## src/rtl/mult4bit_ctrl_pkg.sv

```systemverilog
`default_nettype none
// ============================================================================
// Module   : mult4bit_ctrl_pkg
// Purpose  : Shared state encodings and shift codes for the 4x4 multiplier.
// Revision : 1.0 - initial release
// ============================================================================
package mult4bit_ctrl_pkg;

    typedef enum logic [2:0] {
        S_IDLE = 3'd0,
        S_LOAD = 3'd1,
        S_PP0  = 3'd2,
        S_PP1  = 3'd3,
        S_PP2  = 3'd4,
        S_PP3  = 3'd5,
        S_DONE = 3'd6
    } state_t;

    localparam logic [1:0] SHAMT_0 = 2'b00;
    localparam logic [1:0] SHAMT_2 = 2'b01;
    localparam logic [1:0] SHAMT_4 = 2'b10;

endpackage
`default_nettype wire

```

## src/rtl/mult4bit_ctrl.sv

```systemverilog
`default_nettype none
// ============================================================================
// Module   : mult4bit_ctrl
// Purpose  : Moore controller sequencing four 2x2 partial products.
// Revision : 1.0 - initial release
// ============================================================================
module mult4bit_ctrl
    import mult4bit_ctrl_pkg::*;
(
    input  logic       clk,
    input  logic       rst,
    input  logic       start,
    output logic       ld,
    output logic       clr_acc,
    output logic       sela,
    output logic       selb,
    output logic [1:0] shamt,
    output logic       acc_en,
    output logic       busy,
    output logic       done
);

    state_t state_q;
    state_t state_d;

    always_ff @(posedge clk or negedge rst) begin
        if (!rst) begin
            state_q <= S_IDLE;
        end else begin
            state_q <= state_d;
        end
    end

    // start only matters in IDLE and DONE; the partial-product states run blind
    always_comb begin
        state_d = state_q;
        case (state_q)
            S_IDLE:  state_d = start ? S_LOAD : S_IDLE;
            S_LOAD:  state_d = S_PP0;
            S_PP0:   state_d = S_PP1;
            S_PP1:   state_d = S_PP2;
            S_PP2:   state_d = S_PP3;
            S_PP3:   state_d = S_DONE;
            S_DONE:  state_d = start ? S_LOAD : S_IDLE;
            default: state_d = S_IDLE;
        endcase
    end

    always_comb begin
        ld      = 1'b0;
        clr_acc = 1'b0;
        sela    = 1'b0;
        selb    = 1'b0;
        shamt   = SHAMT_0;
        acc_en  = 1'b0;
        busy    = (state_q != S_IDLE);
        done    = 1'b0;
        case (state_q)
            S_LOAD: begin
                ld      = 1'b1;
                clr_acc = 1'b1;
            end
            S_PP0: begin
                acc_en = 1'b1;
            end
            S_PP1: begin
                acc_en = 1'b1;
                sela   = 1'b1;
                shamt  = SHAMT_2;
            end
            S_PP2: begin
                acc_en = 1'b1;
                selb   = 1'b1;
                shamt  = SHAMT_2;
            end
            S_PP3: begin
                acc_en = 1'b1;
                sela   = 1'b1;
                selb   = 1'b1;
                shamt  = SHAMT_4;
            end
            S_DONE: begin
                done = 1'b1;
            end
            default: begin
                busy = 1'b0;
            end
        endcase
    end

endmodule
`default_nettype wire
```

## config.mk

```make
export PLATFORM = sky130hd
export DESIGN_NAME = mult4bit_ctrl
export DESIGN_NICKNAME = d
export VERILOG_FILES = /design/src/rtl/mult4bit_ctrl_pkg.sv /design/src/rtl/mult4bit_ctrl.sv
export SDC_FILE = /design/constraint.sdc
export NUM_CORES = 1
export LEC_CHECK = 0
export CAP_MARGIN = 30
export CORE_AREA = 2 2 39 41
export CTS_CLUSTER_SIZE = 28
export DETAILED_ROUTE_END_ITERATION = 16
export DIE_AREA = 0 0 41 43
export DONT_BUFFER_PORTS = 1
export PLACE_DENSITY = 0.3
export SYNTH_ARGS = -nofsm -noshare
export SYNTH_HDL_FRONTEND = slang
export SYNTH_SLANG_ARGS = --single-unit
```

## constraint.sdc

```tcl
create_clock -name clk -period 1.3 [get_ports clk]
set_input_delay 0.26 -clock clk [delete_from_list [all_inputs] [get_ports clk]]
set_output_delay 0.26 -clock clk [all_outputs]
set_load 0.005 [all_outputs]
```

Yosys cells after proc, flatten, opt, wreduce, memory -nomap -nowiden
Index checks and enable logic that the tools add are counted.
{"block": "op_classes", "eq_ne": 6, "mux": 9, "n_reduce_logical": 8}
{"op": "3-bit one-hot mux with 6 select lines", "n": 1}
{"op": "3-bit equality test, second input constant", "n": 3}
{"op": "2-bit OR reduction", "n": 4}
{"op": "1-bit two-way mux", "n": 7}
{"op": "3-bit by 2-bit equality test with 1-bit output, second input constant", "n": 2}
{"op": "6-bit OR reduction", "n": 1}
{"op": "2-bit one-hot mux with 2 select lines", "n": 1}
{"op": "4-bit OR reduction", "n": 1}
{"op": "3-bit by 1-bit equality test with 1-bit output, second input constant", "n": 1}
{"op": "3-bit logical NOT", "n": 1}
{"op": "3-bit nonzero test", "n": 1}
{"block": "word_totals", "register_bits": 3, "elab_cells": 24}

Depth between registers and ports, before layout
{"block": "depth", "depth_word": 3, "depth_mapped": 4, "ltp_nobuf": 4}

Least setup slack after synthesis
OpenSTA, ideal clock, no wires.
{"block": "synth_path", "path_kind": "register to output", "startpoint": "register state_q[1]", "endpoint": "output ld", "t_arrival_ns": 0.926, "t_required_ns": 1.040, "slack_ns": 0.114, "stages_incl_launch_ff": 5, "path_buffers": 2, "cell_sequence": "dfrtp_1 -> buf_4 -> nand2b_4 -> nor2_1 -> buf_4"}
{"block": "synth_between", "elab_chain_len": 2}
{"item": "from (decl)", "line": "mult4bit_ctrl.sv:23", "text": "state_t state_q;"}
{"item": "from (signal assigned)", "line": "mult4bit_ctrl.sv:30", "text": "state_q <= state_d;"}
{"item": "3-bit by 1-bit equality test with 1-bit output"}
{"item": "1-bit two-way mux"}
{"item": "to (decl)", "line": "mult4bit_ctrl.sv:13", "text": "output logic ld,"}
Every way passes these cells.

Worst setup path after layout
{"block": "layout_path", "startpoint": "register state_q[2]", "endpoint": "output busy"}
{"block": "layout_between", "elab_chain_len": 3, "elab_cells_between_ends": 9}
{"item": "3-bit equality test (tied with other cells)", "line": "mult4bit_ctrl.sv:58", "text": "case (state_q)"}
{"item": "6-bit OR reduction (no source line)"}
{"item": "1-bit two-way mux *", "line": "mult4bit_ctrl.sv:58"}
{"item": "to (decl)", "line": "mult4bit_ctrl.sv:19", "text": "output logic busy,"}
Mark *: on every way between the ends. The rest lies on a longest branch, timed or not.

==> impl_metrics.ini <==
[synthesis]
seq_area_frac_synth_pct = 33.9
synth.avg_cell_area_sq_um = 8.52
syn_nets = 31
yosys.cell_types.count = 16
syn_area_sq_um = 221
syn-instance-count = 26
yosys_warnings = 0
ys_ff_latch = 3

[cells_and_area]
nets = 39
synthToLayoutAreaGrowth_pct = 52.0
final_util_pct = 24.3
largest_register_ff_count = 3
reg.largest.list = state_q x3
drive_gt1_share_pct = 63.6
top_register = state_q
antenna_cells = 0

[status]
outcome = complete, but fails checks
failed_checks = setup timing

[critical_path]
rr_worst_depth = 3
r2r_slack_ps = 330
startpoint_type = flip-flop
endpoint_kind = output port
crit_start = state_q[2]
worstPathMaxFanout = 7
required_ps = 1040
crit-reg2reg-launch = state_q[1]
crit_arrival_ps = 1040
rr_endpoint = state_q[2]
crit_type = flip-flop to output port
cp-endpoint = busy

[min_path]
hp-class = primary input to flip-flop

[clock_network]
cts_buffer_depth = 2
clock_sinks = 3
cts_buffers = 3
clkTransAtPathRegs_ps = 40
htreeDepth = 1
clkLatencyLatePin_ps = 230
cts_tree = built
root_buffer = clkbuf_4

[pwr]
ir_drop_v = 0.000730
comb_power_share_pct = 56.0
power.switching_w = 0.000392
power_frac_clock_pct = 18.0
pwr-share-seq_pct = 26.0
power_leakage_nw = 0.144
power_density_nw_per_um2 = 2680
internal-power_w = 0.000512
switching_share_pct = 43.4

[die]
die_w_um = 41
initial_core_util_pct = 16.0
die_h_um = 43
core_sq_um = 1380
fp-row-count = 14
io_pins = 12
die-area_sq_um = 1760

[placement]
gp_congestion = 0.588
post-place-ws_ps = 79.4
io_buffers = 0
dpl.hpwl_um = 363

[drt]
wl_met2_um = 262
ant_nets = 0
wl_per_cell_um = 10.6
routed_wl_um = 519
drc = 0
top_layer = met4
wl_met3_um = 52
vias_per_cell = 4.00
vias = 196
drt-initial-drc-count = 3
drt_pass1_iterations = 2
drt-met1-wl_um = 189

[timing]
relSlewSlack_pct = 89.0
fin_crit_sh_pct = 100
worst_slack_ps = -0.250
final_hold_viol_count = 0
post-route-min-period_ps = 1300
max_freq_mhz = 769
rsz0062_at_grt = true
tightest_slew_ps = 164
drv_slew = 0
setup_viol = 1
skew_ps = 2.59

[global_routing]
grt_start_max_net_pins = 8
grt_pass1_wl_um = 765
antenna_found_initial = 0
grt_usage_pct = 7.14
grt-ovfl-total = 0
grt_pass1_vias = 207

[run]
cap_violations = 0
## worst min-delay path by stage
stage | from | endpoint | slack [ps] | depth (start not counted)
CTS | start | state_q[0] | 160 | 2
detailed placement | rst | state_q[1] | -40 | 0
global route | start | state_q[0] | 180 | 2
global placement | rst | state_q[1] | -40 | 0
floorplan | rst | state_q[0] | -40 | 0
finish | start | state_q[0] | 160 | 2
## placed cells by master (no fill, tap or decap), drive strengths merged
master and count:
inv 4, dfrtp 3, nand2b 3, nand3 1, nand3b 1, ha 2
dlygate4sd3 1, buf 4, clkbuf 4, nor2 3, xnor2 1, o21ai 3
nor2b 1, nand2 1, a21oi 1
## cells in the mapped netlist
cell      n  area share, %
a21oi_1   1            2.3
dfrtp_1   3             34
nand2_1   1            1.7
nand3b_1  1            3.4
nor2_1    3            5.1
buf_4     2            6.8
nand2b_4  1            6.2
o21ai_1   1            2.3
ha_1      2             11
nand3_1   1            2.3
nand2b_1  1            2.8
o21ai_0   2            4.5
xnor2_1   1            4.0
inv_1     4            6.8
nor2b_1   1            2.8
nand2b_2  1            4.0
## kinds of logic after synthesis
family                   count (synthesis)  synth area share (%)
AND/OR/NAND/NOR                         10                  28.2
buffers and inverters                    6                  13.6
AO/OA/AOI/OAI                            4                  9.04
flip-flops                               3                  33.9
adder cells (fa/ha/maj)                  2                  11.3
XOR/XNOR                                 1                  3.96
## critical path: stages (launching register included)
cell	delay (ps)
dfrtp_2	450
inv_2	80
ha_4	160
nand2_2	50
nand3_2	80
## layer usage
metal	vias to the layer above	track usage, %
met1	91	6.80
met5	-	0
met4	0	8.00
met3	2	3.14
li1	94	-
met2	9	10.0
## power groups by stage
stage | registers, W | clock network, W | logic, W
CTS | 0.000222 | 0.000175 | 0.000411
detailed placement | 0.000222 | 0 | 0.000342
global route | 0.000245 | 0.000179 | 0.000564
global placement | 0.000224 | 0 | 0.000334
floorplan | 0.000188 | 0 | 0.000319
finish | 0.000235 | 0.000162 | 0.000506
## what timing repair did
| action | 4_1_cts | 5_1_grt |
|---|---|---|
| hold endpoints to repair | 3 | 0 |
| buffers inserted | 2 | 1 |
| gates resized for setup | 6 | 8 |
| hold buffers | 1 | 0 |
| cloned | 0 | 0 |
| pin swaps | 0 | 1 |
| setup endpoints to repair | 8 | 5 |
## final cells by class
type,instances,area [sq um]
inverters,4,15.0
fillers,155,1050
repair buffers,5,40.0
multi-input cells,17,158
clock buffers,4,26.3
flip-flops and latches,3,77.6
well taps,16,20.0
## metrics by stage
stage | hold slack [ps] | total power, W | instances | TNS [ps] | instance area (sq um)
3_5_place_dp | -35.5 | 0.000565 | 41 | 0 | 234
5_1_grt | 176 | 0.000988 | 49 | -265 | 337
2_1_floorplan | -35.6 | 0.000507 | 26 | 0 | 221
6_report | 161 | 0.000903 | 49 | -0.250 | 337
3_3_place_gp | -35.5 | 0.000558 | 41 | 0 | 234
4_1_cts | 161 | 0.000809 | 48 | -42.6 | 290
Power figures use the tool's default switching activity.
